### src/rtl/systolic_skew_feeder.sv
// rtl/systolic_skew_feeder.sv - diagonal skew feeder for the left edge of the systolic PE array
module systolic_skew_feeder #(
    parameter int ROWS = 4,
    parameter int DW   = 8,
    parameter int CNTW = 16
) (
    input  logic                 clock,
    input  logic                 rst_n,
    input  logic                 en,
    input  logic                 in_valid,
    output logic                 in_ready,
    input  logic [ROWS*DW-1:0]   in_data,
    input  logic                 in_last,
    output logic [ROWS*DW-1:0]   data_out,
    output logic                 active_out,
    output logic                 busy,
    output logic                 done,
    output logic [CNTW-1:0]      vec_count
);

    typedef enum logic [1:0] {
        IDLE   = 2'd0,
        STREAM = 2'd1,
        DRAIN  = 2'd2,
        DONE   = 2'd3
    } state_t;

    // Drain needs ROWS-1 zero-fill advances; a single-row array has nothing to drain.
    localparam int             DCW        = (ROWS > 1) ? $clog2(ROWS) : 1;
    localparam logic [DCW-1:0] DRAIN_LAST = DCW'((ROWS > 1) ? ROWS - 2 : 0);
    localparam state_t         AFTER_LAST = (ROWS > 1) ? DRAIN : DONE;

    state_t         state;
    logic [DCW-1:0] drain_cnt;
    logic           acc;
    logic           adv;

    assign in_ready = en & ((state == IDLE) | (state == STREAM));
    assign acc      = in_valid & in_ready;
    assign adv      = acc | (state == DRAIN);
    assign busy     = (state != IDLE);

    // Tile control: vector counting, drain sequencing, and the registered active/done outputs.
    always_ff @(posedge clock or negedge rst_n) begin
        if (!rst_n) begin
            state      <= IDLE;
            drain_cnt  <= '0;
            vec_count  <= '0;
            active_out <= 1'b0;
            done       <= 1'b0;
        end else begin
            active_out <= adv;
            done       <= (state == DONE);
            case (state)
                IDLE: begin
                    if (acc) begin
                        vec_count <= CNTW'(1);
                        drain_cnt <= '0;
                        state     <= in_last ? AFTER_LAST : STREAM;
                    end
                end
                STREAM: begin
                    if (acc) begin
                        if (vec_count != {CNTW{1'b1}}) begin
                            vec_count <= vec_count + 1'b1;
                        end
                        if (in_last) begin
                            drain_cnt <= '0;
                            state     <= AFTER_LAST;
                        end
                    end
                end
                DRAIN: begin
                    if (drain_cnt == DRAIN_LAST) begin
                        drain_cnt <= '0;
                        state     <= DONE;
                    end else begin
                        drain_cnt <= drain_cnt + 1'b1;
                    end
                end
                DONE: begin
                    drain_cnt <= '0;
                    state     <= IDLE;
                end
                default: begin
                    state <= IDLE;
                end
            endcase
        end
    end

    // Row r sees r internal stages plus the output register, so it lags row 0 by r advances.
    for (genvar r = 0; r < ROWS; r++) begin : g_row
        logic [DW-1:0] din;
        logic [DW-1:0] q;

        // Zero fill during drain; in_data is ignored whenever nothing is accepted.
        assign din = acc ? in_data[r*DW +: DW] : '0;
        assign data_out[r*DW +: DW] = q;

        if (r == 0) begin : g_direct
            // Row 0 goes straight into the output register.
            always_ff @(posedge clock or negedge rst_n) begin
                if (!rst_n) begin
                    q <= '0;
                end else if (adv) begin
                    q <= din;
                end
            end
        end else begin : g_chain
            logic [DW-1:0] sh [r];

            // Shift the delay chain only on an advance so the whole diagonal stalls together.
            always_ff @(posedge clock or negedge rst_n) begin
                if (!rst_n) begin
                    for (int i = 0; i < r; i++) begin
                        sh[i] <= '0;
                    end
                    q <= '0;
                end else if (adv) begin
                    sh[0] <= din;
                    for (int i = 1; i < r; i++) begin
                        sh[i] <= sh[i-1];
                    end
                    q <= sh[r-1];
                end
            end
        end
    end

endmodule

### config.mk
export PLATFORM = sky130hd
export DESIGN_NAME = systolic_skew_feeder
export DESIGN_NICKNAME = d
export VERILOG_FILES = /design/src/rtl/systolic_skew_feeder.sv
export SDC_FILE = /design/constraint.sdc
export NUM_CORES = 1
export LEC_CHECK = 0
export CORE_MARGIN = 4
export CORE_UTILIZATION = 50
export CTS_CLUSTER_DIAMETER = 80
export DETAILED_ROUTE_END_ITERATION = 12
export HOLD_SLACK_MARGIN = 0.1
export PLACE_DENSITY = 0.78
export RECOVER_POWER = 100
export SLEW_MARGIN = 20
export SYNTH_ARGS = -nofsm -noshare
export SYNTH_HDL_FRONTEND = slang
export SYNTH_SLANG_ARGS = --single-unit
### constraint.sdc
create_clock -name clock -period 2.4 [get_ports clock]
set_input_delay 0.36 -clock clock [delete_from_list [all_inputs] [get_ports clock]]
set_output_delay 0.36 -clock clock [all_outputs]
set_load 0.02 [all_outputs]
Yosys cells after proc, flatten, opt, wreduce, memory -nomap -nowiden:

Cells that the tools add are included.

* bits in registers: 102

* $add $sub $neg: 2
* equality and inequality tests: 10
* mux-type cells: 19
* bitwise logic cells: 4
* reduce and logical (&&, ||, !) cells: 6

Operators by type and width (number)
* 2-to-1 mux 16 bit: 3
* 2-to-1 mux 8 bit: 4
* one-hot mux 16 bit (2 select lines): 1
* 2-to-1 mux 2 bit: 9
* adder 16 x 1 -> 16 bit (second input constant): 1
* != test 16 bit (second input constant): 1
* one-hot mux 2 bit (4 select lines): 2
* AND reduction 4 bit: 2
* equality test 2 bit (second input constant): 3
* != test 2 bit (second input constant): 3
* != test 2 x 1 -> 1 bit (second input constant): 2
* nonzero test 2 bit: 2
* AND reduction 3 bit: 1
* adder 2 x 1 -> 2 bit (second input constant): 1
* bitwise AND 1 bit: 2
* equality test 2 x 1 -> 1 bit (second input constant): 1
* logical NOT 2 bit: 1
* bitwise OR 1 bit: 2

Depth between registers and ports, before layout:

* depth after elaboration: 6
* gate-level depth with buffers: 9

Worst setup path after synthesis:

No wires, ideal clock.

* path type: reg-to-reg
* start: register state[0]
* end: register g_row[2].q[0]
* setup time: 0.128 ns
* arrival time: 1.907 ns
* required time: 2.272 ns
* path slack: 0.365 ns
* cell stages (with the launch flop): 9
* buffers on the path: 3
* cell sequence: dfrtp_1 -> inv_1 -> ha_1 -> o211a_1 -> buf_2 -> nor2_1 -> buf_2 -> buf_4 -> mux2_1

* word-level cells in the longest chain between the ends: 5
* elaborated cells between the ends (all ways): 7

Ends and longest elaborated chain
* start, declared: line 33 `state_t state;`
* start signal, assigned: line 59 `state <= in_last ? AFTER_LAST : STREAM;`
* equality test 2 x 1 -> 1 bit / logical NOT 2 bit (equally long branches): line 38 `assign in_ready = en & ((state == IDLE) | (state == STREAM));`
* bitwise OR 1 bit: line 38
* bitwise AND 1 bit: line 38
* bitwise AND 1 bit: line 39 `assign acc = in_valid & in_ready;`
* bitwise OR 1 bit (*): line 40 `assign adv = acc | (state == DRAIN);`
* end signal, assigned: line 125 `q <= sh[r-1];`
* end, declared: line 95 `logic [DW-1:0] q;`

Every way passes the cells marked *; elsewhere a longest branch is shown, timed or not.
A chain may end at the register's enable or synchronous reset.

Worst setup path after layout:

* start: register state[0]
* end: output port in_ready

* word-level cells in the longest chain between the ends: 3
* elaborated cells between the ends (all ways): 4

Ends and longest elaborated chain
* equality test 2 x 1 -> 1 bit / logical NOT 2 bit (equally long branches): line 38
* bitwise OR 1 bit (*): line 38
* bitwise AND 1 bit (*): line 38
* end, declared: line 11 `output logic in_ready,`

Marked as above.

==> results by stage <==
Final layout:
- In the layout the commonest cells are sky130_fd_sc_hd__dfrtp_1 (102), sky130_fd_sc_hd__nand2_1 (87), sky130_fd_sc_hd__dlygate4sd3_1 (51), sky130_fd_sc_hd__mux2_1 (50), sky130_fd_sc_hd__nand3_1 (44).
- Of the cells placed in the final design, the portion with a size suffix greater than 1 is under 10%.
- Leaving out fill and tap cells, the most frequent cell in the layout is sky130_fd_sc_hd__dfrtp_1.
- The count of inserted antenna diode cells is 0.
- Relative to the synthesized area, the layout overhead comes to 27.27%.
- Once layout is complete, the cells apart from fillers number approximately 580.
- The final layout contains 513 nets.
- The final design area excluding fillers is ~5500 sq um.

Setup path:
- The startpoint of the lowest-slack register-to-register path is state[0].
- The kind of cell adding the most delay to the critical path is buffers and inverters.
- Walking the worst path, the cells encountered are inv_1, ha_1, o21a_1, clkdlybuf4s50_1.
- The slowest library cell on the worst path is sky130_fd_sc_hd__clkdlybuf4s50_1.
- Of all nets on the critical path, the largest fanout is 4.
- The number of buffers and inverters on the critical path is 2.
- STA classifies the critical path endpoint as a primary output.
- The maximum single-stage delay on the critical path is ~600 ps.
- The endpoint of the worst-slack reg-to-reg timing path is g_row[3].g_chain.sh[6].
- For flop-to-flop paths, the worst setup slack is 160 ps.
- The worst register-to-register path has a depth of 6.
- The arrival time at the worst endpoint is 1920 ps.
- The required time reported for the critical path endpoint is 2040 ps.
- The worst setup path is launched from a register.
- The worst setup path is of the register to primary output kind.

STA:
- Between clock sinks in the finished design, the worst skew comes to 9.869 ps.
- The number of hold violations in the final report is 0.
- In the finished design, the share of the clock period the worst path needs comes to between 90% and 100%.
- The final critical-path required period is 2283 ps.
- Setup repair after global routing left no endpoint under its margin.
- The count of pins over their slew limit is 0.
- The setup TNS is 0 ps.
- Timing would allow up to ~440 MHz.
- Setup violations remaining at the end of the flow were counted as 0.
- The worst relative slew slack is approximately 35%.
- For the pin with the worst max-slew slack, the measured transition is 981.0 ps.

Min path:
- In this run the most critical hold path is launched from g_row[2].g_chain.sh[5].
- In this run the worst hold path is classified as register to register.
- The terminating pin of the worst hold path is g_row[2].q[5].
- Along the worst hold path, the cell count comes to 1.

Placed design:
- The placed instances occupy a cell area of ~5400 sq um.
- The count of port buffers added during placement is 88.
- The placer congestion estimate is roughly 0.74.
- The placed cell count is 563.
- The wire-length estimate of the detail-placed layout is 6201 microns.

Clock tree:
- The root buffer selected by CTS is sky130_fd_sc_hd__clkbuf_8.
- TritonCTS built the clock tree.
- Clock tree synthesis found a total of approximately 100 sinks.
- The number of buffers inserted by post-CTS setup repair is 0.
- Clock-pin slew was measured on the worst setup and hold paths at approximately 100 ps.
- The CTS buffer count is 9.
- The H-tree was split into 3 levels.
- The clock latency on the worst-skew pair is 350 ps.
- The clock passes through at most 2 buffers.

Synth:
- Counting distinct cell types in the post-synthesis netlist gives 41.
- The post-synthesis instance total is around 380.
- In this run the cell area of the synthesized design comes to 4304 sq um.
- After synthesis, the share of flip-flops with an asynchronous set or reset is 100.0%.
- The number of synthesized register bits is ~100.
- The post-synthesis average cell area is approximately 11 sq um.
- The share of the Yosys chip area taken by registers is roughly 59%.
- For this run, the leading register cell type out of synthesis is sky130_fd_sc_hd__dfrtp_1.
- The number of synthesized flops with an enable pin is 0.
- Synthesis produced a netlist with a net count of ~420.
- Yosys printed 0 warnings.

Drt:
- The final wirelength is slightly below 9000 microns.
- In the routed layout, each cell is associated on average with a via count of roughly 5.3.
- The number of iterations in the first detailed-routing pass is 4.
- After detailed routing, the met3 layer carries ~420 microns of wire.
- The number of routed nets with antenna violations is 0.
- In this run the top signal layer used is met4.
- In the final routing, the length of wire on met1 measures ~3800 microns.
- The number of design rule violations left after detail routing is 0.
- After the first detailed-routing iteration, the DRC count stood at 100.
- After detailed routing, the average wire length per cell comes to ~15 microns.
- The via total after detailed routing is ~3000.
- Detailed routing placed a total of around 4500 microns of wire on met2.

Status:
- The flow ran to the end, and the final reports show no timing, DRC or antenna violations.

Floorplanning:
- For this design the top-level I/O count stands at 89.
- The y dimension of the die is approximately 100 microns.
- The die width is between 100 and 150 microns.
- The floorplan step defined a die boundary enclosing between 10000 and 15000 sq um.
- In this run the core area contains 33 standard-cell rows.
- The placeable core region is between 8000 and 9000 sq um.
- Once the floorplan was initialized, standard cells occupied 51.86% of the core.

Pwr:
- The maximum resistive drop on vdd is approximately 0.00068 V.
- For this design the ratio of total power to cell area is 1110 nW/um^2.
- The analysis attributes to cell leakage a power of between 2 and 3 nW.

Global routing:
- The global-route wire length before repair is 14950 microns.
- The total routing resource utilization after global routing is 18.53%.
- The overall overflow remaining after global route is 0.
- The largest net degree at the start of global routing is 60.
- The number of global-route vias before repair came to 3103.
- The initial antenna violation count is 0.

Flow run:
- Across the run, the number of max-cap violations was 0.
[cells in the mapped netlist (3+ instances only)]
cell type,instances,share of area (%)
sky130_fd_sc_hd__a21oi_1,3,0.35
sky130_fd_sc_hd__a22o_1,4,0.81
sky130_fd_sc_hd__buf_2,7,0.81
sky130_fd_sc_hd__clkbuf_1,11,0.96
sky130_fd_sc_hd__dfrtp_1,102,59
sky130_fd_sc_hd__ha_1,6,1.7
sky130_fd_sc_hd__inv_1,6,0.52
sky130_fd_sc_hd__mux2_1,50,13
sky130_fd_sc_hd__mux2i_1,4,0.93
sky130_fd_sc_hd__nand2_1,87,7.6
sky130_fd_sc_hd__nand3_1,44,5.1
sky130_fd_sc_hd__nor2_1,5,0.44
sky130_fd_sc_hd__nor3_1,5,0.58
sky130_fd_sc_hd__o21ai_0,5,0.58
sky130_fd_sc_hd__o21ai_1,3,0.35
sky130_fd_sc_hd__or4b_1,3,0.70
[registers in the layout, summed over array words and instances (netlist names)]
signal,count
active_out,1
done,1
drain_cnt,2
g_row.g_chain.sh,48
g_row.q,32
state,2
vec_count,16
[power by group]
| group | internal [W] | switching, W |
|---|---|---|
| Sequential | 0.00229 | 0.000340 |
| Combinational | 0.00110 | 0.00140 |
| Clock | 0.000374 | 0.000573 |
[routing by layer]
layer / vias up / track usage (%)
met3: 9 / 4.360
met1: 1509 / 24.30
li1: 1485 / -
met2: 65 / 30.94
met5: - / 0
met4: 0 / 5.078
[metrics by stage]
step	hold WS, ps	worst slack, ps	power [W]	util [%]
2_1_floorplan	64.41	365.1	0.004246	-
3_3_place_gp	243.3	307.9	0.005289	64.51
3_5_place_dp	247.6	264.4	0.005402	64.51
4_1_cts	397.2	74.96	0.006356	66.61
5_1_grt	496.2	0.3273	0.006524	66.00
6_report	471.9	116.8	0.006078	66.00
[cells by family (layout without fill, tap and decap cells)]
group	Yosys count	count (layout)	synth area share, %
compound gates	28	28	4.680
fa+ha+maj	6	6	1.744
buf+inv	29	125	2.994
flops	102	102	59.30
mux	55	55	14.27
simple gates	158	158	17.01
[timing repair]
action                                  in CTS  in global routing
resized for setup                            0                  1
endpoints found under the setup margin       0                  1
hold buffers                                 1                  0
hold endpoints to repair                    15                  0
[worst max path at each step]
stage | start | to | slack, ps | cells past startpoint
4_1_cts | state[1] | in_ready | 70 | 4
2_1_floorplan | state[0] | g_row[2].q[0] | 370 | 8
3_3_place_gp | in_valid | g_row[3].q[1] | 310 | 5
5_1_grt | state[1] | in_ready | 0.3 | 4
3_5_place_dp | en | g_row[3].g_chain.sh[1] | 260 | 5
6_report | state[0] | in_ready | 120 | 4
[layout make-up]
class | instances | area, sq um
clock inverter | 5 | 36.28
sequential | 102 | 2552
timing repair buffer | 102 | 958.4
inverter | 8 | 30.03
fill | 667 | 2821
clock buffer | 10 | 127.6
tap | 105 | 131.4
multi-input combinational | 247 | 1642
Power figures use the tool's default switching activity.
